==> src/rtl/ads7822_pkg.sv <==
// Shared constants for the ADS7822 serial reader: FSM state codes, slot map,
// sample phase and averaging depth.
package ads7822_pkg;

    localparam logic [2:0] IDLE    = 3'd0;
    localparam logic [2:0] SAMPLE  = 3'd1;
    localparam logic [2:0] NULLBIT = 3'd2;
    localparam logic [2:0] DATA    = 3'd3;
    localparam logic [2:0] GAP     = 3'd4;

    localparam logic [5:0] SAMPLE_SLOTS    = 6'd2;
    localparam logic [5:0] NULL_SLOT       = 6'd2;
    localparam logic [5:0] FIRST_DATA_SLOT = 6'd3;
    localparam logic [5:0] LAST_DATA_SLOT  = 6'd14;

    localparam logic [1:0] PHASE_SAMPLE = 2'd2;

    localparam int AVG_N = 4;
    localparam int ACC_W = 14;

endpackage

==> src/rtl/ads7822_reader_dclk_phase_gen.sv <==
// Phase/slot timebase for the ADS7822 frame; DCLOCK is registered from the
// next phase so it lines up with the slot boundaries seen by the top FSM.
module dclk_phase_gen
    import ads7822_pkg::*;
#(
    parameter int FRAME_SLOTS = 20
) (
    input  logic       clk_X4,
    input  logic       rst_n,
    input  logic       enable,
    output logic [1:0] phase,
    output logic [5:0] slot,
    output logic       dclk
);

    localparam logic [5:0] WRAP_SLOT = 6'(FRAME_SLOTS - 1);

    logic       run;
    logic [1:0] phase_nxt;
    logic [5:0] slot_nxt;

    // The first enabled cycle is slot 0 phase 0; counting starts after it.
    always_comb begin
        phase_nxt = 2'd0;
        slot_nxt  = 6'd0;
        if (run) begin
            phase_nxt = phase + 2'd1;
            slot_nxt  = slot;
            if (phase == 2'd3)
                slot_nxt = (slot == WRAP_SLOT) ? 6'd0 : slot + 6'd1;
        end
    end

    always_ff @(posedge clk_X4) begin
        if (!rst_n || !enable) begin
            run   <= 1'b0;
            phase <= 2'd0;
            slot  <= 6'd0;
            dclk  <= 1'b1;
        end else begin
            run   <= 1'b1;
            phase <= phase_nxt;
            slot  <= slot_nxt;
            dclk  <= (slot_nxt > LAST_DATA_SLOT) | phase_nxt[1];
        end
    end

endmodule

==> src/rtl/ads7822_reader.sv <==
// ADS7822 12-bit serial ADC reader. Define ADS7822_AVG_EN to deliver the
// truncated mean of every AVG_N consecutive frames instead of raw frames.
module ads7822_reader
    import ads7822_pkg::*;
#(
    parameter int FRAME_SLOTS = 20
) (
    input  logic        clk_X4,
    input  logic        rst_n,
    input  logic        enable,
    input  logic        DOUT_6,
    output logic        CS_5,
    output logic        DCLOCK_7,
    output logic [11:0] data,
    output logic        data_valid,
    output logic        null_err
);

    localparam logic [5:0] WRAP_SLOT = 6'(FRAME_SLOTS - 1);

    logic [1:0]  phase;
    logic [5:0]  slot;
    logic [2:0]  state, state_nxt;
    logic [11:0] shreg;
    logic        nbit;
    logic        last_phase, sample_now, frame_end, cs_active_nxt;

    dclk_phase_gen #(.FRAME_SLOTS(FRAME_SLOTS)) u_phase (
        .clk_X4 (clk_X4),
        .rst_n  (rst_n),
        .enable (enable),
        .phase  (phase),
        .slot   (slot),
        .dclk   (DCLOCK_7)
    );

    assign last_phase = (phase == 2'd3);
    assign sample_now = (phase == PHASE_SAMPLE);
    assign frame_end  = enable && (state == DATA) && last_phase && (slot == LAST_DATA_SLOT);

    always_comb begin
        state_nxt = state;
        if (!enable) begin
            state_nxt = IDLE;
        end else begin
            case (state)
                IDLE:    state_nxt = SAMPLE;
                SAMPLE:  if (last_phase && slot == SAMPLE_SLOTS - 6'd1) state_nxt = NULLBIT;
                NULLBIT: if (last_phase && slot == NULL_SLOT) state_nxt = DATA;
                DATA:    if (last_phase && slot == LAST_DATA_SLOT) state_nxt = GAP;
                GAP:     if (last_phase && slot == WRAP_SLOT) state_nxt = SAMPLE;
                default: state_nxt = IDLE;
            endcase
        end
    end

    assign cs_active_nxt = (state_nxt == SAMPLE) || (state_nxt == NULLBIT) || (state_nxt == DATA);

`ifdef ADS7822_AVG_EN
    logic [ACC_W-1:0] acc;
    logic [ACC_W-1:0] sum;
    logic [1:0]       frame_cnt;
    logic             nacc;

    assign sum = acc + {{(ACC_W-12){1'b0}}, shreg};
`endif

    always_ff @(posedge clk_X4) begin
        if (!rst_n) begin
            state      <= IDLE;
            CS_5       <= 1'b1;
            shreg      <= 12'd0;
            nbit       <= 1'b0;
            data       <= 12'd0;
            data_valid <= 1'b0;
            null_err   <= 1'b0;
`ifdef ADS7822_AVG_EN
            acc        <= '0;
            frame_cnt  <= 2'd0;
            nacc       <= 1'b0;
`endif
        end else begin
            state      <= state_nxt;
            CS_5       <= !cs_active_nxt;
            data_valid <= 1'b0;

            if (state == SAMPLE)
                nbit <= 1'b0;
            if (state == NULLBIT && sample_now && DOUT_6)
                nbit <= 1'b1;
            if (state == DATA && sample_now && slot >= FIRST_DATA_SLOT)
                shreg <= {shreg[10:0], DOUT_6};

`ifdef ADS7822_AVG_EN
            // A dropped enable discards any partially accumulated group.
            if (!enable) begin
                acc       <= '0;
                frame_cnt <= 2'd0;
                nacc      <= 1'b0;
            end else if (frame_end) begin
                if (frame_cnt == 2'(AVG_N - 1)) begin
                    data       <= sum[ACC_W-1:2];
                    data_valid <= 1'b1;
                    null_err   <= nacc | nbit;
                    acc        <= '0;
                    frame_cnt  <= 2'd0;
                    nacc       <= 1'b0;
                end else begin
                    acc       <= sum;
                    frame_cnt <= frame_cnt + 2'd1;
                    nacc      <= nacc | nbit;
                end
            end
`else
            if (frame_end) begin
                data       <= shreg;
                data_valid <= 1'b1;
                null_err   <= nbit;
            end
`endif
        end
    end

endmodule

==> config.mk <==
export PLATFORM = sky130hd
export DESIGN_NAME = ads7822_reader
export DESIGN_NICKNAME = d
export VERILOG_FILES = /design/src/rtl/ads7822_pkg.sv /design/src/rtl/ads7822_reader_dclk_phase_gen.sv /design/src/rtl/ads7822_reader.sv
export SDC_FILE = /design/constraint.sdc
export NUM_CORES = 1
export LEC_CHECK = 0
export ABC_AREA = 1
export CAP_MARGIN = 20
export CORE_MARGIN = 4
export CORE_UTILIZATION = 50
export CTS_CLUSTER_SIZE = 10
export DETAILED_ROUTE_END_ITERATION = 12
export PLACE_DENSITY = 0.73
export SLEW_MARGIN = 5
export SYNTH_ARGS = -nofsm -noshare
export SYNTH_HDL_FRONTEND = slang
export SYNTH_SLANG_ARGS = --single-unit
==> constraint.sdc <==
create_clock -name clk_X4 -period 3.81 [get_ports clk_X4]
set_clock_uncertainty 0.2 [all_clocks]
set_input_delay 0.5715 -clock clk_X4 [delete_from_list [all_inputs] [get_ports clk_X4]]
set_output_delay 0.5715 -clock clk_X4 [all_outputs]
set_load 0.01 [all_outputs]
# [Yosys cells after proc, flatten, opt, wreduce, memory -nomap -nowiden]
# Cells that the tools add are included.
[totals] register_bits=41 inputBits=4 out_inout_bits=16 wordCells=65
[op_classes] addsub=2 magnitude_cmp=2 eq_ne=13 muxes=14 bitwise=2 n_reduce_logical=20
[op_table] cell="2-to-1 mux 6 bit" count=3
[op_table] cell="2-to-1 mux 3 bit" count=5
[op_table] cell="one-hot mux 3 bit (5 select lines)" count=1
[op_table] cell="== test 3 x 2 -> 1 bit, second input constant" count=4
[op_table] cell="logical AND 1 bit" count=11
[op_table] cell="adder 6 x 1 -> 6 bit, second input constant" count=1
[op_table] cell="== test 3 x 1 -> 1 bit, second input constant" count=2
[op_table] cell="== test 6 x 1 -> 1 bit, second input constant" count=1
[op_table] cell="== test 6 x 2 -> 1 bit, second input constant" count=1
[op_table] cell="== test 6 x 4 -> 1 bit, second input constant" count=1
[op_table] cell="== test 6 x 5 -> 1 bit, second input constant" count=1
[op_table] cell="greater-or-equal comparator 6 x 2 -> 1 bit, second input constant" count=1
[op_table] cell="> comparator 6 x 4 -> 1 bit, second input constant" count=1
[op_table] cell="== test 2 bit, second input constant" count=2
[op_table] cell="2-to-1 mux 1 bit" count=4
[op_table] cell="== test 3 bit, second input constant" count=1
[op_table] cell="zero test 1 bit" count=3
[op_table] cell="zero test 3 bit" count=1
[op_table] cell="logical OR 1 bit" count=3
[op_table] cell="adder 2 x 1 -> 2 bit, second input constant" count=1
[op_table] cell="2-to-1 mux 2 bit" count=1
[op_table] cell="nonzero test 2 bit" count=1
[op_table] cell="OR reduction 2 bit" count=1
[op_table] cell="inverter 1 bit" count=1
[op_table] cell="bitwise OR 1 bit" count=1

# [Depth between registers and ports, before layout]
[logic_depth] word_depth=9 ltp_mapped=10 mapped_depth_nobuf=10

# [Hierarchy]
# From an unflattened synthesis, not the netlist that was laid out.
[unflattened] hier_cells=250 hier_area_um2=1780.5
[modules_own_cells] mod="ads7822_reader" instances=1 cells_each=179 area_each_um2=1278.7 seq_area_each_um2=620.6
[modules_own_cells] mod="dclk_phase_gen" instances=1 cells_each=71 area_each_um2=501.7 seq_area_each_um2=200.2

# [Worst setup path after synthesis]
# Ideal clock, no wire load.
[synth_timing] kind="flip-flop to flip-flop" startpoint="reg u_phase.phase[0]" endpoint="reg data[0]" setup_ns=0.113 arrival_ns=1.276 required_time_ns=3.497 path_slack_ns=2.220 path_stages_with_launch=9 n_path_buf=2 synth_period_minus_slack_ns=1.590 path_cell_list="dfxtp_1 > ha_1 > buf_2 > nand2_1 > nor2_4 > nand4_4 > buf_2 > o21ai_1 > nor2_1"
[synth_between] elab_chain_cells=3
[synth_lines] item="start, declared" line="ads7822_reader_dclk_phase_gen.sv:11" rtl="output logic [1:0] phase,"
[synth_lines] item="start signal, assigned" line="ads7822_reader_dclk_phase_gen.sv:42" rtl="phase <= phase_nxt;"
[synth_lines] item="== test 2 bit" line="ads7822_reader.sv:37" rtl="assign last_phase = (phase == 2'd3);"
[synth_lines] item="logical AND 1 bit (2 in a row)" line="ads7822_reader.sv:39" rtl="assign frame_end = enable && (state == DATA) && last_phase && (slot == LAST_DATA_SLOT);"
[synth_lines] item="end signal, assigned" line="ads7822_reader.sv:116" rtl="data <= shreg;"
[synth_lines] item="end, declared" line="ads7822_reader.sv:14" rtl="output logic [11:0] data,"
# Every way passes these cells.
# A chain may end at the register's enable or synchronous reset.

# [Worst setup path in the final report]
[layout_timing] startpoint="reg data[4]" endpoint="out data[4]"
# No word-level cell between the ends.

==> results <==
- The cell type with the largest total area after synthesis is sky130_fd_sc_hd__dfxtp_1.
- The fraction of layout instances using a drive strength above 1 is 0.07884.
- The category of the most critical setup path is register to output port.
- The number of antenna violations at the first check in global routing is 0.
- The CTS tree is yes.
- The total power draw is roughly 690 µW.
- The worst slack on hold paths is between 0.2 and 0.3 ns.
- In this run the horizontal extent of the chip is 66.49 µm.
- Counting every net in the synthesized netlist gives 231.
- Buffers inserted during clock tree synthesis total 5.
- Summed over all failing endpoints, the final setup total negative slack is 0 ns.
- The number of nets in the finished design is between 200 and 300.
- The library cells used most frequently in the layout, excluding fill and tap cells, are 66 x sky130_fd_sc_hd__nor2_1, 41 x sky130_fd_sc_hd__dfxtp_1, 19 x sky130_fd_sc_hd__clkdlybuf4s50_1, 18 x sky130_fd_sc_hd__nand2_1.
- The worst path required time is between 3 and 4 ns.
- The launching element type of the critical path is a register.
- The post-synthesis cell type count is 29.
- The floorplan has 20 rows.
- The antenna diode count is 0.
- Data arrives at the worst endpoint at about 1.2 ns.
- The first-iteration detailed-routing DRC count is 88.
- In the final layout, the multi-input gates occupy 780.7 µm².
- Power spread over the standard cell area amounts to about 350 nW/µm².
- The number of nets with antenna violations after detailed routing is 0.
- The most common cell after layout, fill and taps aside is sky130_fd_sc_hd__nor2_1.
- The headroom to the max-slew limit is 0.7525.
- The run finished with clean final reports.
- After clock tree synthesis, the repair step resized 0 gates.
- The standby leakage power is between 0.0007 and 0.0008 µW.
- Summed over all layers, the global routing overflow is 0.
- The element type at the critical path end is an output port.
- The worst-case vdd ir drop is between 0.0002 and 0.00025 V.
- The final-report hold violation count is 0.
- The die outline height is ~66 µm.
- The average footprint of a synthesized cell is slightly below 8 µm².
- The clock transition time at the flip-flop clock pins of the worst setup and hold paths is around 0.13 ns.
- The routed wire length is 3104 µm.
- For the finished layout, the period the worst path requires is 2.012 ns.
- The number of hold buffers added after CTS was 0.
- The clock reaches the later pin of the worst-skew pair after between 0.3 and 0.4 ns.
- Synthesis inferred 41 register bits.
- The area inside the core boundary is approximately 3200 µm².
- The die outline area is around 4400 µm².
- The sequential cell area fraction in the yosys report is 0.4799.
- The number of filler cells placed in the layout is 322.
- In this run the worst path has a maximum fanout of 2.
- The highest-delay cell along the critical path is sky130_fd_sc_hd__clkdlybuf4s50_1.
- The mapped cell area is 1710 µm².
- The non-filler instance count after layout is ~290.
- The first-pass GRT wire length is between 5000 and 6000 µm.
- Input and output buffers added on the ports amount to 19.
- The maximum number of pins on one net before global-route repair is 29.
- The top cell type's share of synthesized area is 0.4799.
- The number of iterations in the first detailed-routing pass is 5.
- The number of levels the H-tree was split into is 2.
- The Yosys step of the flow raised 0 warnings.
- CTS placed an instance of sky130_fd_sc_hd__clkbuf_4 at the clock tree root.
- The total instance count after detailed placement is roughly 280.
- Once the clock tree was built, the setup fixing pass inserted 0 buffers.
- The class of the worst hold path is register to register.
- The routability-driven placement congestion ratio is between 0.8 and 0.9.
- Across the whole layout, storage elements account for between 800 and 900 µm².
- The total buffers and inverters traversed by the critical path is 1.
- Across every metal layer, demand over resource in global routing totals 0.1638.
- From synthesis to final layout, the design area changed by 15.65%.
- The initial utilization of the core area, before any placement, comes to 0.5425.
- Setup repair after global routing left no endpoint under its margin.
- Summed over all nets, the half-perimeter wirelength after detailed placement is approximately 2300 µm.
- The vias after detailed routing is about 1.4k.
- Synthesis produced a netlist whose cell count is ~220.
- The vias per cell is between 4 and 5.
- The period utilization is 0.5281.
- The number of remaining DRC errors is 0.
- The clock sink count is 41.
- For the pin with the worst max-slew slack, the measured transition is 0.3704 ns.
- The critical path goes through clkdlybuf4s50_1.
- The final number of setup-violating endpoints is 0.
- The total of max-cap violations is 0.
- The number of top-level design ports is 20.
- The upper clock frequency limit is between 400 and 500 MHz.
- Ranked by total cell area, the synthesized netlist is headed by sky130_fd_sc_hd__dfxtp_1 48%, sky130_fd_sc_hd__nor2_1 14%, sky130_fd_sc_hd__o21ai_1 4.1%.
- The via count of the first global-routing pass was approximately 1.3k.
- The cell family contributing the most delay on the critical path is buffers and inverters.
- Once placement finished, the instance area stood at 1919 µm².
- The design area is 1978 µm².
- For this run, the slowest stage of the critical path takes 0.54 ns.
- The routed length per placed instance is 10.89 µm.
- The number of max-slew violations in the final report is 0.
- The maximum buffer depth of the clock tree is 2.
-- stage by stage --
stage,worst slack [ns],utilization
2_1_floorplan,2.220,-
3_3_place_gp,1.552,0.6087
3_5_place_dp,1.490,0.6087
4_1_cts,1.780,0.6274
5_1_grt,1.720,0.6274
6_report,1.798,0.6274
-- area by class of cell --
type,instances,share of cell area
inverters,17,0.03289
clock buffers,6,0.02593
multi-input cells,156,0.3947
clock inverters,1,0.003795
flip-flops and latches,41,0.4149
well taps,44,0.02783
repair buffers,20,0.09994
-- sequential cells by signal, indices dropped and copies added, names as in the netlist --
signal / cells
u_phase.dclk: 1
shreg: 12
nbit: 1
data_valid: 1
state: 3
u_phase.phase: 2
null_err: 1
u_phase.run: 1
CS_5: 1
data: 12
u_phase.slot: 6
-- cells by family (layout without fill, tap and decap cells) --
group | count (synthesis) | in the layout | share of synthesized area
flip-flops | 41 | 41 | 0.4799
AO/OA/AOI/OAI | 35 | 35 | 0.1075
buffers and inverters | 25 | 44 | 0.06364
XOR/XNOR | 4 | 4 | 0.02049
adder cells (fa/ha/maj) | 5 | 5 | 0.03658
AND/OR/NAND/NOR | 112 | 112 | 0.2919
-- path summary, 6_finish.rpt --
| kind | slack, ns | from | end | cells past startpoint |
|---|---|---|---|---|
| worst min-delay path | 0.28 | u_phase.phase[0]$_SDFF_PP0_ | u_phase.phase[0]$_SDFF_PP0_ | 1 |
| worst max-delay path | 1.80 | data[4]$_SDFFE_PN0P_ | data[4] | 1 |
| worst min register to register | 0.28 | u_phase.phase[0]$_SDFF_PP0_ | u_phase.phase[0]$_SDFF_PP0_ | 1 |
| worst max register to register | 1.96 | u_phase.phase[0]$_SDFF_PP0_ | data[1]$_SDFFE_PN0P_ | 7 |
-- routing by layer --
metal | vias to the layer above | part of all wire | GRT usage
met5 | - | 0 | 0
met4 | 0 | 0.016 | 0.05330
met3 | 5 | 0.051 | 0.06071
met2 | 30 | 0.40 | 0.2317
met1 | 594 | 0.54 | 0.2279
li1 | 749 | - | -
-- cell usage after synthesis (all sizes together) --
cell type,count
nand3b,2
o21bai,1
buf,6
nor3b,1
nor3,6
ha,5
o211ai,1
a21boi,1
nor2,70
a21oi,4
inv,16
nand2,20
nand3,10
xnor2,2
xor2,2
a31oi,1
clkbuf,2
nand4,2
clkinv,1
dfxtp,41
o21ai,27
or2,1
-- report_power, final --
part | switching (µW) | internal, µW | leakage, µW
Sequential | 1.42 | 431 | 0.000331
Combinational | 17.5 | 12.1 | 0.000390
Clock | 142 | 86.5 | 0.0000303
Total | 161 | 530 | 0.000752
(Power assumes the default switching activity.)
